$ cat src/rtl/load_buffer_pkg.sv
// Shared load-buffer types: entry record, controller states, sizing.
// Imported by the load buffer and by anything that talks to it.
`ifndef LOAD_BUFFER_LENGTH
`define LOAD_BUFFER_LENGTH 8
`endif

package load_buffer_pkg;

  localparam int LOAD_BUFFER_LENGTH = `LOAD_BUFFER_LENGTH;
  localparam int ROB_LENGTH = 16;
  localparam int ROB_ADDR_W = $clog2(ROB_LENGTH);

  // addr lives in a parallel array so DATA_W can stay a module parameter
  typedef struct packed {
    logic                  valid;
    logic                  addr_ready;
    logic [ROB_ADDR_W-1:0] rob_addr;
  } load_entry_t;

  typedef enum logic [2:0] {
    LC_IDLE,
    LC_WAIT_ADDR,
    LC_BLOCKED,
    LC_REQ,
    LC_WAIT_RESP,
    LC_WB
  } lc_state_e;

endpackage

$ cat src/rtl/load_buffer.sv
// In-order load buffer: allocates at dispatch, waits for address and
// older stores, issues one memory read at a time, writes back to ROB.
module load_buffer
  import load_buffer_pkg::*;
#(
  parameter int LENGTH = LOAD_BUFFER_LENGTH,
  parameter int DATA_W = 16,
  localparam int IDX_W = $clog2(LENGTH),
  localparam int CNT_W = IDX_W + 1
) (
  input  logic                  clk,
  input  logic                  rst,
  input  logic                  push,
  input  logic [ROB_ADDR_W-1:0] push_rob_addr,
  output logic                  full,
  output logic [IDX_W-1:0]      push_idx,
  input  logic                  addr_valid,
  input  logic [IDX_W-1:0]      addr_idx,
  input  logic [DATA_W-1:0]     addr,
  output logic [ROB_ADDR_W-1:0] query_rob_addr,
  input  logic                  older_store_block,
  output logic                  mem_req_valid,
  input  logic                  mem_req_ready,
  output logic [DATA_W-1:0]     mem_req_addr,
  input  logic                  mem_resp_valid,
  input  logic [DATA_W-1:0]     mem_resp_data,
  output logic                  wb_valid,
  output logic [ROB_ADDR_W-1:0] wb_rob_addr,
  output logic [DATA_W-1:0]     wb_data,
  input  logic                  flush
);

  lc_state_e   state_q, state_d;
  logic [IDX_W-1:0] head_q, head_d;
  logic [IDX_W-1:0] tail_q, tail_d;
  logic [CNT_W-1:0] count_q, count_d;
  logic        drop_q, drop_d;
  logic [DATA_W-1:0] data_q, data_d;
  load_entry_t ent_q [LENGTH];
  load_entry_t ent_d [LENGTH];
  logic [DATA_W-1:0] addr_q [LENGTH];
  logic [DATA_W-1:0] addr_d [LENGTH];

  load_entry_t head_ent;
  logic        push_ok;
  logic        wb_fire;
  logic        head_addr_hit;

  assign head_ent = ent_q[head_q];
  assign full     = (count_q == CNT_W'(LENGTH));
  assign push_idx = tail_q;
  assign push_ok  = push && !full;
  assign wb_fire  = (state_q == LC_WB);

  // address arriving for the head this cycle skips a WAIT_ADDR cycle
  assign head_addr_hit = addr_valid && head_ent.valid
                      && (addr_idx == head_q);

  assign query_rob_addr = head_ent.valid ? head_ent.rob_addr : '0;
  assign mem_req_valid  = (state_q == LC_REQ);
  assign mem_req_addr   = addr_q[head_q];
  assign wb_valid       = wb_fire;
  assign wb_rob_addr    = head_ent.rob_addr;
  assign wb_data        = data_q;

  always_comb begin
    state_d = state_q;
    head_d  = head_q;
    tail_d  = tail_q;
    count_d = count_q;
    drop_d  = drop_q;
    data_d  = data_q;
    ent_d   = ent_q;
    addr_d  = addr_q;

    unique case (state_q)
      LC_IDLE: begin
        if (!drop_q && count_q != '0) state_d = LC_WAIT_ADDR;
      end
      LC_WAIT_ADDR: begin
        if (head_ent.addr_ready || head_addr_hit) state_d = LC_BLOCKED;
      end
      LC_BLOCKED: begin
        if (!older_store_block) state_d = LC_REQ;
      end
      LC_REQ: begin
        if (mem_req_ready) state_d = LC_WAIT_RESP;
      end
      LC_WAIT_RESP: begin
        if (mem_resp_valid) begin
          state_d = LC_WB;
          data_d  = mem_resp_data;
        end
      end
      LC_WB: begin
        state_d = LC_IDLE;
      end
      default: state_d = LC_IDLE;
    endcase

    if (drop_q && mem_resp_valid) drop_d = 1'b0;

    if (addr_valid && ent_q[addr_idx].valid) begin
      ent_d[addr_idx].addr_ready = 1'b1;
      addr_d[addr_idx] = addr;
    end

    if (wb_fire) begin
      ent_d[head_q] = '0;
      head_d = head_q + IDX_W'(1);
    end

    if (push_ok) begin
      ent_d[tail_q].valid      = 1'b1;
      ent_d[tail_q].addr_ready = 1'b0;
      ent_d[tail_q].rob_addr   = push_rob_addr;
      tail_d = tail_q + IDX_W'(1);
    end

    count_d = count_q + CNT_W'(push_ok) - CNT_W'(wb_fire);

    if (flush) begin
      for (int i = 0; i < LENGTH; i++) ent_d[i] = '0;
      head_d  = '0;
      tail_d  = '0;
      count_d = '0;
      state_d = LC_IDLE;
      // a read still in flight must be swallowed when it returns
      drop_d  = (drop_q
              || (state_q == LC_WAIT_RESP)
              || (state_q == LC_REQ && mem_req_ready))
              && !mem_resp_valid;
    end
  end

  always_ff @(posedge clk) begin
    if (rst) begin
      state_q <= LC_IDLE;
      head_q  <= '0;
      tail_q  <= '0;
      count_q <= '0;
      drop_q  <= 1'b0;
      for (int i = 0; i < LENGTH; i++) ent_q[i] <= '0;
    end else begin
      state_q <= state_d;
      head_q  <= head_d;
      tail_q  <= tail_d;
      count_q <= count_d;
      drop_q  <= drop_d;
      ent_q   <= ent_d;
    end
  end

  always_ff @(posedge clk) begin
    data_q <= data_d;
    addr_q <= addr_d;
  end

endmodule

$ cat config.mk
export PLATFORM = sky130hd
export DESIGN_NAME = load_buffer
export DESIGN_NICKNAME = d
export VERILOG_FILES = /design/src/rtl/load_buffer_pkg.sv /design/src/rtl/load_buffer.sv
export SDC_FILE = /design/constraint.sdc
export NUM_CORES = 1
export LEC_CHECK = 0
export ABC_AREA = 1
export CAP_MARGIN = 15
export CORE_ASPECT_RATIO = 0.8
export CORE_MARGIN = 1
export CORE_UTILIZATION = 60
export CTS_CLUSTER_DIAMETER = 100
export DETAILED_ROUTE_END_ITERATION = 6
export GPL_ROUTABILITY_DRIVEN = 0
export HOLD_SLACK_MARGIN = 0.1
export PLACE_DENSITY = 0.85
export SETUP_SLACK_MARGIN = 0.4
export SYNTH_ARGS = -nofsm -noshare
export SYNTH_HDL_FRONTEND = slang
export SYNTH_SLANG_ARGS = --single-unit
$ cat constraint.sdc
create_clock -name clk -period 5.45 [get_ports clk]
set_clock_uncertainty 0.2 [all_clocks]
set_input_delay 1.635 -clock clk [delete_from_list [all_inputs] [get_ports clk]]
set_output_delay 1.635 -clock clk [all_outputs]
set_load 0.1 [all_outputs]
==> out/qor.txt <==
==================================================================================
Result of the run                                                        completed
Syn_area_per_cell                                                       10.7 sq um
Overall Global Routing Usage                                                 0.283
Synth warn                                                                       0
Fmax                                                                       220 MHz
Final routed wirelength across all metal layers                           20200 um
Post-synthesis instance area                                            8510 sq um
Initial DRC count                                                              796
Number of levels in the clock H-tree                                             1
Async SR Flop Fraction                                                           0
Via count of the first global-routing pass                                    6193
Post-CTS repair timing setup buffer count                                        0
Fraction of post-synthesis cell area in the top cell type by area            0.508
Horizontal die dimension                                                    135 um
Register area share after synthesis                                          0.654
Fraction of layout cells with a size suffix above 1                         0.0838
Number of detailed-routing iterations run before antenna repair                  6
Clock Pin Slew Worst Setup and Hold Paths                                    60 ps
Fin crit share                                                               0.834
Diode count                                                                      0
Post-cts gate resize count                                                       0
Signed area change from the synthesized netlist to the final layout          19.5%
Root cell of the clock tree                                              clkbuf_16
Synth cell count leaders                                              edfxtp_1, o21ai_0, nand2_1, nor2_1, inv_1
Wirelength per Cell                                                        18.8 um
Worst voltage drop across the vdd grid                                  0.000204 V
Post-synth EDFFs                                                               144
Most frequently used flop master after synthesis                          edfxtp_1
Starting density of the core                                                 0.621
Tightest Pin Transition                                                     995 ps
Largest net degree at the start of global routing                               92
Setup Total Neg Slack                                                         0 ps
Final worst hold slack                                                      266 ps
Number of buffers inserted during clock tree synthesis                          21
Unrepaired setup endpoints after global routing                              false
Final-stage net count                                                          936
Cell count after synthesis                                                     797
Clock tree from TritonCTS                                                      yes
Port Buffers                                                                    92
DRC violation count after routing                                                0
Drt via density                                                               6.11
Number of distinct library cells after synthesis                                31
Most area-hungry cell type in the Yosys netlist                           edfxtp_1
Cell types occupying the most area after synthesis                    edfxtp_1, dfxtp_1, o21ai_0, nand2_1, nor2_1
Dominant cell by count in the synthesized netlist                         edfxtp_1
Count of maximum capacitance violations                                          0
Count of final max-slew check failures                                           0
Row count                                                                       38
Dpl hpwl                                                                  12500 um
Endpoint class of the critical path                                   primary output
Die footprint                                                          14700 sq um
Shortest clock period the worst path allows after layout                   4540 ps
Arrival time reported for the critical path endpoint                       2710 ps
Top-level I/O count                                                             93
Top fanout value on the critical path                                           49
Initial antenna violation count                                                  0
Number of vias after detailed routing                                         6566
CP required                                                                3620 ps
Hold bufs inserted after CTS                                                     0
Slew HR                                                                      0.335
Pwr Density                                                            325 nW/um^2
Syn nets                                                                       853
Number of failing setup endpoints in the final timing report                     0
Class of the worst hold path                                          flop to flop
Synth Register Bits                                                            206
Maximum buffer depth of the clock tree                                           3
Final worst-path setup slack                                                907 ps
First-pass GRT wire length                                                31600 um
Kind of start point of the critical path                                      flop
Clock insertion delay at the later pin of the skew report                   500 ps
Remaining antenna violation count                                                0
Core Box Area                                                          13700 sq um
Total leakage power                                                     0.00362 uW
Worst Setup Slack post-DPL                                                 1230 ps
Final Hold Fails                                                                 0
Clock sink count                                                               206
Gr ovfl total                                                                    0
Die height                                                                  109 um
WS Path Type                                                          flop to primary output
==================================================================================
[logic make-up after synthesis]
logic type | Yosys count | share of synthesized area
simple gates | 264 | 0.132
flops | 206 | 0.654
buf+inv | 108 | 0.0528
xor+xnor | 3 | 0.00309
fa+ha+maj | 9 | 0.0141
compound gates | 207 | 0.144
[layout by cell type, fill, tap and decap left out, types with 24 or more instances in the layout]
cell / n
clkdlybuf4s50_1: 68
edfxtp_1: 144
o21ai_0: 104
nand3_1: 48
inv_1: 67
nand2_1: 92
nor2_1: 92
dfxtp_1: 61
a21oi_1: 24
o21a_1: 30
buf_4: 29
[flip-flops by register name (all words and copies together), names as in the netlist]
signal	count
addr_q	128
ent_q	48
state_q	3
drop_q	1
push_idx	3
head_q	3
wb_data	16
count_q	4
[critical path, stage by stage (launching register included)]
cell and delay [ps]:
dfxtp_2 320, inv_2 590, buf_4 490, o21a_1 180
o21ai_0 130, o2111ai_1 150, buf_4 330
[power by group]
group          switching, uW  internal, uW
clock                    586           895
sequential              5.20          1680
combinational           87.2          51.0
[stage by stage]
stage / cells / area (sq um) / utilization / power, uW
finish: 1075 / 10200 / 0.743 / 3300
global route: 1075 / 10200 / 0.743 / 3380
CTS: 1074 / 10200 / 0.742 / 3300
detailed placement: 1036 / 9440 / 0.690 / 1850
global placement: 1036 / 9440 / 0.690 / 1840
floorplan: 797 / 8510 / - / 1790
[area by class of cell]
type / instances / area [sq um]
flip-flops and latches: 206 / 5570
fillers: 870 / 3530
multi-input cells: 483 / 2490
repair buffers: 97 / 898
clock buffers: 27 / 578
inverters: 71 / 267
well taps: 180 / 225
clock inverters: 11 / 138
[per-layer routing]
metal,vias to the layer above,GRT usage,wire length (um)
met1,3073,0.379,8060
met3,74,0.0642,2230
met2,432,0.444,9240
met4,0,0.124,690
met5,-,0,0
li1,2987,-,-
[path summary, 6_finish.rpt]
check	from	slack, ps	end	depth (start not counted)
max	head_q[0]$_SDFFE_PP0N_	910	mem_req_addr[1]	6
min	ent_q[40]$_SDFF_PP0_	270	ent_q[40]$_SDFF_PP0_	2
max reg2reg	head_q[0]$_SDFFE_PP0N_	2940	state_q[1]$_SDFFE_PP0P_	9
min reg2reg	ent_q[40]$_SDFF_PP0_	270	ent_q[40]$_SDFF_PP0_	2
No activity file was read; power rests on OpenSTA's default activity.
